<file path="src/rtl/pattern_player.sv">
// Stores the game's symbol sequence and plays it back on one-hot LEDs with fixed on/gap timing.
// Optional REVERSE_PLAY_EN adds a 'reverse' input for last-to-first playback.
module pattern_player #(
    parameter int unsigned MAX_LEN    = 32,
    parameter int unsigned ON_CYCLES  = 25_000_000,
    parameter int unsigned GAP_CYCLES = 12_500_000
) (
    input  logic                         clk,
    input  logic                         rst_n,
    input  logic                         clr,
    input  logic                         append,
    input  logic [2:0]                   sym_in,
    input  logic                         start,
`ifdef REVERSE_PLAY_EN
    input  logic                         reverse,
`endif
    output logic [$clog2(MAX_LEN+1)-1:0] len,
    output logic                         full,
    output logic                         busy,
    output logic [7:0]                   led,
    output logic                         done
);

    localparam int unsigned LenW     = $clog2(MAX_LEN + 1);
    localparam int unsigned IdxW     = (MAX_LEN > 1) ? $clog2(MAX_LEN) : 1;
    localparam int unsigned TimerMax = (ON_CYCLES > GAP_CYCLES) ? ON_CYCLES : GAP_CYCLES;
    localparam int unsigned TimerW   = $clog2(TimerMax + 1);

    typedef enum logic [1:0] {StIdle, StOn, StGap, StFin} state_e;

    state_e              state_q, state_d;
    logic [IdxW-1:0]     idx_q, idx_d;
    logic [TimerW-1:0]   timer_q, timer_d;
    logic [LenW-1:0]     len_q, len_d;
    logic                full_q, full_d;
    logic                rev_q, rev_d;
    logic                rev_in;
    logic                mem_we;
    logic [7:0]          led_q, led_d;
    logic                busy_q, busy_d;
    logic                done_q, done_d;
    logic [IdxW-1:0]     last_idx;
    logic [2:0]          mem [MAX_LEN];

`ifdef REVERSE_PLAY_EN
    assign rev_in = reverse;
`else
    assign rev_in = 1'b0;
`endif

    assign last_idx = IdxW'(len_q - LenW'(1));

    // State and registered outputs
    always_ff @(posedge clk) begin
        if (!rst_n) begin
            state_q <= StIdle;
            idx_q   <= '0;
            timer_q <= '0;
            len_q   <= '0;
            full_q  <= 1'b0;
            rev_q   <= 1'b0;
            led_q   <= '0;
            busy_q  <= 1'b0;
            done_q  <= 1'b0;
        end else begin
            state_q <= state_d;
            idx_q   <= idx_d;
            timer_q <= timer_d;
            len_q   <= len_d;
            full_q  <= full_d;
            rev_q   <= rev_d;
            led_q   <= led_d;
            busy_q  <= busy_d;
            done_q  <= done_d;
        end
    end

    // Symbol storage carries no reset; contents past len are never shown.
    always_ff @(posedge clk) begin
        if (mem_we) begin
            mem[len_q[IdxW-1:0]] <= sym_in;
        end
    end

    always_comb begin
        state_d = state_q;
        idx_d   = idx_q;
        timer_d = timer_q + 1'b1;
        len_d   = len_q;
        rev_d   = rev_q;
        mem_we  = 1'b0;
        if (clr) begin
            state_d = StIdle;
            len_d   = '0;
            timer_d = '0;
        end else begin
            unique case (state_q)
                StIdle: begin
                    timer_d = '0;
                    if (append) begin
                        // append outranks start; a full store drops the symbol
                        if (!full_q) begin
                            mem_we = 1'b1;
                            len_d  = len_q + 1'b1;
                        end
                    end else if (start) begin
                        rev_d = rev_in;
                        if (len_q == '0) begin
                            state_d = StFin;
                        end else begin
                            state_d = StOn;
                            idx_d   = rev_in ? last_idx : '0;
                        end
                    end
                end
                StOn: begin
                    if (timer_q == TimerW'(ON_CYCLES - 1)) begin
                        state_d = StGap;
                        timer_d = '0;
                    end
                end
                StGap: begin
                    if (timer_q == TimerW'(GAP_CYCLES - 1)) begin
                        timer_d = '0;
                        if (rev_q ? (idx_q == '0) : (idx_q == last_idx)) begin
                            state_d = StFin;
                        end else begin
                            state_d = StOn;
                            idx_d   = rev_q ? idx_q - 1'b1 : idx_q + 1'b1;
                        end
                    end
                end
                StFin: begin
                    state_d = StIdle;
                    timer_d = '0;
                end
                default: state_d = StIdle;
            endcase
        end
    end

    // Outputs are decoded from the next state so they change on the same edge as the state.
    always_comb begin
        full_d = (len_d == LenW'(MAX_LEN));
        led_d  = '0;
        busy_d = 1'b0;
        done_d = 1'b0;
        unique case (state_d)
            StOn: begin
                led_d  = 8'(1) << mem[idx_d];
                busy_d = 1'b1;
            end
            StGap:   busy_d = 1'b1;
            StFin:   done_d = 1'b1;
            default: ;
        endcase
    end

    assign len  = len_q;
    assign full = full_q;
    assign busy = busy_q;
    assign led  = led_q;
    assign done = done_q;

endmodule

</file>
<file path="config.mk">
export PLATFORM = sky130hd
export DESIGN_NAME = pattern_player
export DESIGN_NICKNAME = d
export VERILOG_FILES = /design/src/rtl/pattern_player.sv
export SDC_FILE = /design/constraint.sdc
export NUM_CORES = 1
export LEC_CHECK = 0
export BUFFER_PORTS_ARGS = -buffer_cell sky130_fd_sc_hd__buf_4
export CELL_PAD_IN_SITES_DETAIL_PLACEMENT = 1
export CELL_PAD_IN_SITES_GLOBAL_PLACEMENT = 1
export CORE_MARGIN = 2
export CORE_UTILIZATION = 42
export DETAILED_ROUTE_END_ITERATION = 8
export GPL_TIMING_DRIVEN = 0
export MAX_ROUTING_LAYER = met4
export PLACE_DENSITY = 0.7
export SLEW_MARGIN = 40
export SYNTH_ARGS = -nofsm -noshare
export SYNTH_HDL_FRONTEND = slang
export SYNTH_SLANG_ARGS = --single-unit
export TNS_END_PERCENT = 20
</file>
<file path="constraint.sdc">
create_clock -name clk -period 3.75 [get_ports clk]
set_clock_uncertainty 0.05 [all_clocks]
set_input_delay 0.5625 -clock clk [delete_from_list [all_inputs] [get_ports clk]]
set_output_delay 0.5625 -clock clk [all_outputs]
set_load 0.01 [all_outputs]
</file>
==> results.cfg <==
[status]
status = finished clean

[worst_setup_path]
cp_max_fo = 10
timing.rr.start = len[0]
crit_path_end_kind = flop
regToRegSetupSlack_ns = 0.07
critPathLaunchType = flop
rr_endpoint = led[7]
crit_arrival_ns = 3.95
r2r_cells = 16
required_ns = 4.02
timing_worst_setup_path_type = flop to flop

[grt]
antenna_found_initial = 0
gr-total-overflow = 0
grt_use_total_pct = 23.3
grt_max_degree = 33
grt_pass1_wl_um = 29700
grt_pass1_vias = 5374

[placed_design]
dpl_cell_area_um2 = 7250
port_buffers = 24
dp_slack_ns = -0.666
place_inst = 854
gp_congestion = 0.834
dp_hpwl_um = 13400

[floorplanning]
core_um2 = 15800
die_h_um = 131
dieWidth_um = 131
initial_utilization_pct = 42.9
die_area_um2 = 17200
pin_count = 25
row_count = 46

[timing]
setup_viol = 0
period_share_pct = 98.1
report.final.hold_viol_count = 0
fin_hold_ws_ns = 0.414
setup_ws_ns = 0.0707
fin_crit_ns = 3.68
drv_slew = 0
max-slew-margin-rel_pct = 48.0
fmax_mhz = 272
setup-tns-final_ns = 0
tightest_slew_ns = 0.773

[cells_and_area]
stdcell_area_um2 = 8360
drive_above_1_share_pct = 21.4
final_common_cell = edfxtp_1
area_growth_pct = 22.9
diodes = 0
finalNonFillerCells = 898
layout_common_cells = edfxtp_1 (96), nor2_1 (71), nand2_1 (68), dfxtp_1 (47), buf_4 (41)
final_nets = 686

[pwr]
irDropWorstVdd_mv = 0.344
p_leak_uw = 0.00286
power.density_nw_per_um2 = 423

[yosys]
synth_compound_area_share_pct = 10.6
synth_xor_area_share_pct = 3.99
synth-main-ff-cell = edfxtp_1
synth_edf_count = 96
synth_seq_cells = 145
async_flop_share_pct = 0
ys_types = 71
syn-cell-area_um2 = 6800
syn_inst = 614
yosysSeqAreaShare_pct = 56.8
syn_area_per_cell_um2 = 11.1
ys_warn_count = 0
synth-adder-area-share_pct = 1.66
synth_top_family_by_area = simple AND/OR/NAND/NOR gates
synthMuxAreaShare_pct = 5.03
synth_simple_gate_area_share_pct = 18.9
syn-num-nets = 631

[job]
maxCapViolCount = 0

[drt]
finalWirelength_um = 19600
drt-wirelength-per-cell_um = 21.9
drt_pass1_iterations = 5
viasPerCell = 5.77
ant_nets = 0
first_iter_violations = 372
remaining_drc_errors = 0
vias = 5180

[clock_network]
clk_latency_ns = 0.43
cts_root_buffer = clkbuf_16
htree_levels = 4
cts_tree = built
cts_buffers = 17
path_clk_slew_ns = 0.06
clockBufferDepth = 2
clock_sinks = 145

[hold_path]
hold_end = timer_q[0]
hold_path_class = flop to flop
whs_path_depth = 1
hp-start = timer_q[0]
timing repair:
action	in CTS	in global routing
endpoints found under the setup margin	8	8
setup buffers	4	10
gates cloned	0	0
pin swaps	5	12
hold buffers	0	0
resized for setup	37	52
hold endpoints to repair	0	0
synthesized netlist by cell type, drive strengths merged, types with 12 or more instances:
cell | instances | share of area, %
nand3 | 16 | 1.2
nor3 | 12 | 0.96
xnor2 | 12 | 1.5
xor2 | 19 | 2.4
nor2 | 72 | 4.0
o21ai | 14 | 1.0
nand4 | 16 | 1.6
dfxtp | 49 | 14
and3 | 16 | 1.5
buf | 17 | 1.6
nand2 | 70 | 3.9
mux2i | 33 | 4.9
edfxtp | 96 | 42
clkbuf | 14 | 0.79
a21oi | 18 | 1.3
sequential cells by signal, summed over array words and instances (netlist names):
signal,count
mem,96
timer_q,25
full,1
led,8
len,6
state_q,2
busy,1
done,1
idx_q,5
through the flow:
step                      total power [uW]  util [%]
final                                 3530      52.8
after floorplan                       1790         -
after detailed placement              1830      45.8
after CTS                             3550      50.7
after global routing                  3630      52.8
after global placement                1830      45.8
metal layers:
layer	vias up	GRT usage (%)	part of all wire [%]
met5	-	-	0
met1	2603	28.2	44
li1	2385	-	-
met2	149	38.2	49
met4	0	9.24	2.6
met3	43	5.09	4.8
report_power, final:
| group | switching (uW) | total (uW) | internal, uW |
|---|---|---|---|
| combinational | 67.9 | 104 | 35.9 |
| clock | 719 | 1720 | 999 |
| sequential | 3.97 | 1710 | 1710 |
| total | 791 | 3530 | 2740 |
how the worst max path moves through the flow:
| stage | start | endpoint | slack (ns) | depth (start not counted) |
|---|---|---|---|---|
| final | len[0] | led[7] | 0.07 | 16 |
| after global routing | len[0] | led[3] | -0.07 | 15 |
| after detailed placement | len[0] | led[7] | -0.67 | 13 |
| after global placement | len[0] | led[7] | -0.62 | 13 |
| after floorplan | len[0] | led[0] | 0.31 | 14 |
| after CTS | len[0] | led[2] | 0.00004 | 14 |
cell families (layout without fill, tap and decap cells):
| group | after synthesis | count (layout) |
|---|---|---|
| AOI/OAI and AO/OA | 99 | 99 |
| xor gates and xnor gates | 31 | 31 |
| adders and majority gates | 9 | 9 |
| buffers and inverters | 42 | 110 |
| DFF | 145 | 145 |
| muxes | 34 | 34 |
| and+or+nand+nor | 254 | 254 |
cell type report:
class / count / area [um^2]
Inverter: 11 / 41.3
Clock buffer: 17 / 425
Tap cell: 216 / 270
Multi-Input combinational cell: 427 / 3090
Buffer: 29 / 208
Timing Repair Buffer: 38 / 289
Fill cell: 1641 / 7470
Sequential cell: 145 / 3870
Clock inverter: 15 / 169
critical path, stage by stage, from the launching register on:
cell	delay, ns
dfxtp_2	0.38
buf_6	0.15
inv_1	0.10
ha_2	0.23
xnor2_1	0.17
a22oi_2	0.12
o2111a_2	0.34
o311a_4	0.39
or2_1	0.25
buf_6	0.15
buf_4	0.19
o211ai_1	0.10
nand4_1	0.18
a221oi_4	0.37
buf_4	0.18
nor3_4	0.05
and3_1	0.15
Power figures use the tool's default switching activity.
